===== src/rtl/seq_ram_p.sv =====
// seq_ram_p: single-port synchronous RAM with valid/ready requests,
// configurable read latency, read-during-write mode and a clear engine.
module seq_ram_p #(
    parameter int DATA_W     = 8,
    parameter int ADDR_W     = 6,
    parameter int DEPTH      = 2**ADDR_W,
    parameter int RD_LATENCY = 1,
    parameter int RDW_MODE   = 0
) (
    input  logic              clk,
    input  logic              rst_n,
    input  logic              clr,
    input  logic              req_valid,
    output logic              req_ready,
    input  logic              wr,
    input  logic              rd,
    input  logic [ADDR_W-1:0] addr,
    input  logic [DATA_W-1:0] din,
    output logic [DATA_W-1:0] dout,
    output logic              rd_valid,
    output logic              clr_done
);

    typedef enum logic {
        CLEAR,
        IDLE
    } state_t;

    localparam logic [ADDR_W:0]   DEPTH_L = (ADDR_W+1)'(DEPTH);
    localparam logic [ADDR_W-1:0] LAST    = ADDR_W'(DEPTH - 1);
    localparam int                LAST_S  = RD_LATENCY - 1;

    state_t              state;
    logic [ADDR_W-1:0]   clr_cnt;
    logic [DATA_W-1:0]   mem [DEPTH];

    logic                acc;
    logic                in_range;
    logic                rd_go;
    logic                wr_go;
    logic [DATA_W-1:0]   rdata;

    logic [RD_LATENCY-1:0] pv;
    logic [DATA_W-1:0]     pd [RD_LATENCY];

    assign req_ready = (state == IDLE) && !clr;
    assign acc       = req_valid && req_ready;
    assign in_range  = {1'b0, addr} < DEPTH_L;
    assign rd_go     = acc && rd;
    assign wr_go     = acc && wr && in_range;

    // Out-of-range reads return zero; write-first forwards din.
    always_comb begin
        rdata = '0;
        if (in_range) begin
            if (wr && (RDW_MODE != 0))
                rdata = din;
            else
                rdata = mem[addr];
        end
    end

    always_ff @(posedge clk) begin
        if (state == CLEAR)
            mem[clr_cnt] <= '0;
        else if (wr_go)
            mem[addr] <= din;
    end

    always_ff @(posedge clk or negedge rst_n) begin
        if (!rst_n) begin
            state    <= CLEAR;
            clr_cnt  <= '0;
            clr_done <= 1'b0;
        end else begin
            clr_done <= 1'b0;
            unique case (state)
                CLEAR: begin
                    if (clr_cnt == LAST) begin
                        state    <= IDLE;
                        clr_cnt  <= '0;
                        clr_done <= 1'b1;
                    end else begin
                        clr_cnt <= clr_cnt + 1'b1;
                    end
                end
                IDLE: begin
                    if (clr) begin
                        state   <= CLEAR;
                        clr_cnt <= '0;
                    end
                end
                default: state <= CLEAR;
            endcase
        end
    end

    // Read pipeline runs independently of the clear engine.
    always_ff @(posedge clk or negedge rst_n) begin
        if (!rst_n) begin
            pv       <= '0;
            rd_valid <= 1'b0;
            dout     <= '0;
            for (int i = 0; i < RD_LATENCY; i++)
                pd[i] <= '0;
        end else begin
            pv[0] <= rd_go;
            if (rd_go)
                pd[0] <= rdata;
            for (int i = 1; i < RD_LATENCY; i++) begin
                pv[i] <= pv[i-1];
                pd[i] <= pd[i-1];
            end
            rd_valid <= pv[LAST_S];
            if (pv[LAST_S])
                dout <= pd[LAST_S];
        end
    end

endmodule


===== config.mk =====
export PLATFORM = sky130hd
export DESIGN_NAME = seq_ram_p
export DESIGN_NICKNAME = d
export VERILOG_FILES = /design/src/rtl/seq_ram_p.sv
export SDC_FILE = /design/constraint.sdc
export NUM_CORES = 1
export LEC_CHECK = 0
export CORE_MARGIN = 3
export CORE_UTILIZATION = 30
export DETAILED_ROUTE_END_ITERATION = 10
export SYNTH_ARGS = -nofsm -noshare
export SYNTH_HDL_FRONTEND = slang
export SYNTH_SLANG_ARGS = --single-unit

===== constraint.sdc =====
create_clock -name clk -period 2.5 [get_ports clk]
set_input_delay 0.5 -clock clk [delete_from_list [all_inputs] [get_ports clk]]
set_output_delay 0.5 -clock clk [all_outputs]
set_load 0.01 [all_outputs]

[Word-level counts from Yosys, hierarchy flattened]
Memory sizes are Yosys's and may differ from the RTL's. A register that Yosys moved wholly into a read port is not among the register bits.
Cells that the tools add are included.
Word-level totals
  memory bits (read-only): 0
  latch bits: 0
  word-level logic and storage cells: 32
  RAM bits: 512
  output and inout bits: 11
  register bits after elaboration: 18
  memories: 1
Cells by class
  eq/ne operators: 2
  reduce and logical (&&, ||, !) cells: 7
  add/subtract/negate cells: 1
  mux-type cells: 14
  shift operators: 0
  $lt $le $gt $ge: 0
  $mul: 0
  divide/modulo/power cells: 0
  bitwise operators: 1
Memory list
  mem: words 64, width 8, read ports 1, clocked after Yosys merged registers in 1, write ports 1, RTL line 35  | logic [DATA_W-1:0] mem [DEPTH];
Operators by type and width (count)
  two-way mux 6 bit: 3
  one-hot mux 6 bit (2 select lines): 1
  two-way mux 1 bit: 8
  two-way mux 8 bit: 1
  OR reduction 8 bit: 1
  adder 6 x 1 -> 6 bit, second input constant: 1
  equality test 6 bit, second input constant: 1
  logical AND 1 bit: 4
  logical NOT 1 bit: 2
  != test 2 bit, second input constant: 1
  one-hot mux 1 bit (2 select lines): 1
  NOT 1 bit: 1

[Logic depth before layout (Yosys ltp)]
Gate-level depths: netlist of the first run.
  depth after elaboration: 9
  depth in mapped cells: 8

[Worst setup path after synthesis of the first run]
Ideal clock, no wire load.
  path kind: input to register
  start: input clr
  end: memory mem[0][0] (data pin)
  setup time: 0.367 ns
  data arrival time: 2.013 ns
  setup slack: 0.120 ns
  cell stages on the path: 4
  path buffers: 2
  cell sequence: and4b_1 buf_2 clkbuf_1 and2_1
Between the ends
  word-level cells in the longest chain between the ends: 9
RTL lines
  from (decl): RTL line 12  | input logic clr,
  logical NOT 1 bit: RTL line 46  | assign req_ready = (state == IDLE) && !clr;
  logical AND 1 bit: RTL line 46
  logical AND 1 bit: RTL line 47  | assign acc = req_valid && req_ready;
  logical AND 1 bit: RTL line 50  | assign wr_go = acc && wr && in_range;
  two-way mux 1 bit: RTL line 66  | else if (wr_go)
  two-way mux 1 bit: RTL line 64  | if (state == CLEAR)
  two-way mux 1 bit (not written as such): RTL line 67  | mem[addr] <= din;
  OR reduction 8 bit (no source line)
  two-way mux 8 bit (no source line)
  to (decl): RTL line 35
No other way between the ends.

[Worst setup path after layout of the first run]
  start: input clr
  end: memory mem[9][2] (enable)
Between the ends
  word-level cells in the longest chain between the ends: 9
RTL lines (RTL line)
  logical NOT 1 bit *: 46
  logical AND 1 bit *: 46
  logical AND 1 bit *: 47
  logical AND 1 bit *: 50
  two-way mux 1 bit *: 66
  two-way mux 1 bit *: 64
  two-way mux 1 bit (not written as such) *: 67
  OR reduction 8 bit (no source line)
  two-way mux 6 bit (no source line) or two-way mux 1 bit (tied branches)
Every way passes the cells marked *; elsewhere a longest branch is shown, timed or not.

==> run metrics, run 1 <==
Fin Setup TNS 0 ns; post-synthesis sequential area ratio 74.8%; Tcrit/Tclk final 90.1%; DP Area 24000 um^2; area share of the leading cell type in the synthesized netlist 71.8%; crit start category input port; CP Cell Sequence clkdlybuf4s50_1, and4b_1, or3_1, o21ai_1, nand2_1, buf_4, nor2_1, buf_4; P_leak 8.44 nW; minimum clock period 2.25 ns; area grow syn2layout 20.6%; Sw Pwr 0.00512 W; nets@finish 1353; Pint 0.0167 W; Peak VDD IR 0.000432 V; WP buf/inv 3; drt total wl 50700 um; antenna viol nets, final 0; CP Capture Type register; Synth area leaders edfxtp_1 72%, mux2i_1 7.6%, mux4_2 6.7%; Top Ports 31; Num CTS Buffers 53; synthesis warning total 0; flops & latches, synth 538; leading area contributor after synthesis edfxtp_1; reg2reg path depth 7; Crit path top cell by count buf_4; initial antenna violation count 1; global-route wire length before repair 74800 um; layout cells sized above 1 24.5%; Arr. time, crit path 2.55 ns; Hold Path Class in -> async; latest clock arrival within the worst-skew pair 0.60 ns; DP Cell Count 2217; # setup viols final 0; top cell family by delay on the critical path simple AND/OR/NAND/NOR gates; Async SR Flop Fraction 4.83%; Setup Skew 0.0162 ns; I/O Buffers 30; DRC 0; clock sink count 538; hpwl dp 33900 um; largest net degree at the start of global routing 65; Finished Layout Cells 2314; unrepaired setup endpoints after global routing false; chip height 273 um; Crit-path slowest cell clkdlybuf4s50_1; Flop pwr share 49.9%; Final Hold Vio Count 0; synthesized net count 1171; Hold Worst Slack 0.300 ns; Max Clock Freq 444 MHz; Starting Density 30.4%; critical path peak fanout 8; fillers 6470; main flop type after synthesis edfxtp_1; diodes inserted 0; WP data required 2.80 ns; Netlist cell types 40; Net Sw Frac 23.5%; synth cell count leaders 512 x edfxtp_1, 162 x mux2i_1, 72 x a22oi_1; Slew HR 61.0%; via/cell ratio 4.85; EDFF count, synth 512; Row Count 97; Mean Syn Cell Area 18.6 um^2; Root Buffer clkbuf_16; outcome completed; design area 25800 um^2; DR WL/cell 21.9 um; setup bufs post-CTS 0; GRT Overall Usage 13.5%; die area 74700 um^2; grt ovf 0; logic gate share of total power 11.4%; max incr delay on CP 0.49 ns; core area 70400 um^2; final core occ 36.7%; CP Class in -> reg; number of global-route vias before repair 11.2k; Die Span X 273 um; cells after synthesis 1150; 1st-iter DRT viols 1240; MaxCap Viol Count 0; CTS tree yes; final count of pins violating max slew 0; routed via count 11.2k; top-count cell post-synth edfxtp_1; Reg clk slew, reported paths 0.06 ns; power per cell area 844 nW/um^2; H-tree depth 2; Stages on worst setup path 8; drt first pass iters 5; synthesized area 21400 um^2; GP Congestion 0.869; worst-margin pin slew 0.585 ns; Clock power frac 38.7%; maximum buffer depth of the clock tree 3
## timing repair
| item | in CTS | in global routing |
|---|---|---|
| endpoints found under the setup margin | 1 | 1 |
| hold buffers | 0 | 0 |
| gates resized for setup | 1 | 2 |
## worst reg2reg max path: cells and delay by family, from the launching register on
family                 cells  cell delay (ns)
buffers and inverters      2             0.42
AND/OR/NAND/NOR            4             1.03
AO/OA/AOI/OAI              1             0.12
flip-flops                 1             0.39
## power groups by stage
stage,sequential (W),combinational [W],clock (W)
finish,0.0109,0.00249,0.00843
global route,0.0109,0.00268,0.00901
CTS,0.0109,0.00250,0.00861
detailed placement,0.0110,0.00249,0
global placement,0.0110,0.00245,0
floorplan,0.0109,0.00136,0
## registers in the layout, indices dropped and copies added, names as in the netlist
register	cells
pv	1
dout	8
mem	512
clr_cnt	6
clr_done	1
pd	8
rd_valid	1
state	1
## metrics by stage
stage	total power, W	setup WS (ns)
floorplan	0.0123	0.120
global placement	0.0135	-0.317
detailed placement	0.0135	-0.319
CTS	0.0220	0.00598
global route	0.0226	0.164
finish	0.0218	0.247
## cells in the final DEF (no fill, tap or decap), types with 5 or more instances in the layout
master and instances:
a21oi_1 8, a22oi_1 72, and2_2 8, and4_1 8
buf_12 25, buf_4 135, bufinv_16 12, clkbuf_1 7
clkbuf_16 53, clkdlybuf4s50_1 26, clkinv_1 12, clkinv_2 9
dfrtp_1 26, edfxtp_1 512, mux2_2 8, mux2i_1 162
mux4_2 64, nand2_1 49, nand3_1 44, nor2_1 66
o211ai_2 8, o21ai_0 5
## per-layer routing
layer | up-vias | part of all wire [%] | GRT usage, %
met3 | 81 | 7.0 | 3.04
met1 | 5805 | 46 | 19.6
met5 | - | 0 | 0
met2 | 367 | 45 | 20.3
li1 | 4972 | - | -
met4 | 0 | 2.7 | 3.93
## cells by family (layout without fill, tap and decap cells)
| logic type | count (synthesis) | after routing | share of synthesized area, % |
|---|---|---|---|
| compound gates | 107 | 107 | 3.74 |
| xor+xnor | 3 | 3 | 0.123 |
| fa+ha+maj | 1 | 1 | 0.0584 |
| buf+inv | 67 | 291 | 2.17 |
| flops | 538 | 538 | 74.8 |
| mux | 234 | 234 | 14.7 |
| simple gates | 200 | 200 | 4.39 |
## cell type report
type | count | area [um^2] | area share [%]
Sequential cell | 538 | 16000 | 62.1
Multi-Input combinational cell | 545 | 4960 | 19.2
Timing Repair Buffer | 190 | 1810 | 7.02
Clock buffer | 60 | 1350 | 5.24
Tap cell | 940 | 1180 | 4.55
Clock inverter | 37 | 487 | 1.88
Inverter | 4 | 15.0 | 0.0581
## path summary, 6_finish.rpt
kind	to	slack, ns	start
setup / recovery	mem[9][2]$_DFFE_PP_	0.25	clr
hold / removal	dout[0]$_DFFE_PN0P_	0.30	rst_n
setup reg to reg	mem[9][2]$_DFFE_PP_	0.26	state$_DFF_PN0_
hold reg to reg	dout[4]$_DFFE_PN0P_	0.51	dout[4]$_DFFE_PN0P_
max in group asynchronous	clr_cnt[4]$_DFFE_PN0P_	1.86	rst_n
min in group clk	dout[4]$_DFFE_PN0P_	0.51	dout[4]$_DFFE_PN0P_
No activity file was read; power rests on OpenSTA's default activity.
==> inputs of run 2 (changes only) <==
Settings changed: TNS_END_PERCENT set to 10.
==> results of run 2 <==
The final DEF is identical to that of run 1; final timing and power are the same.
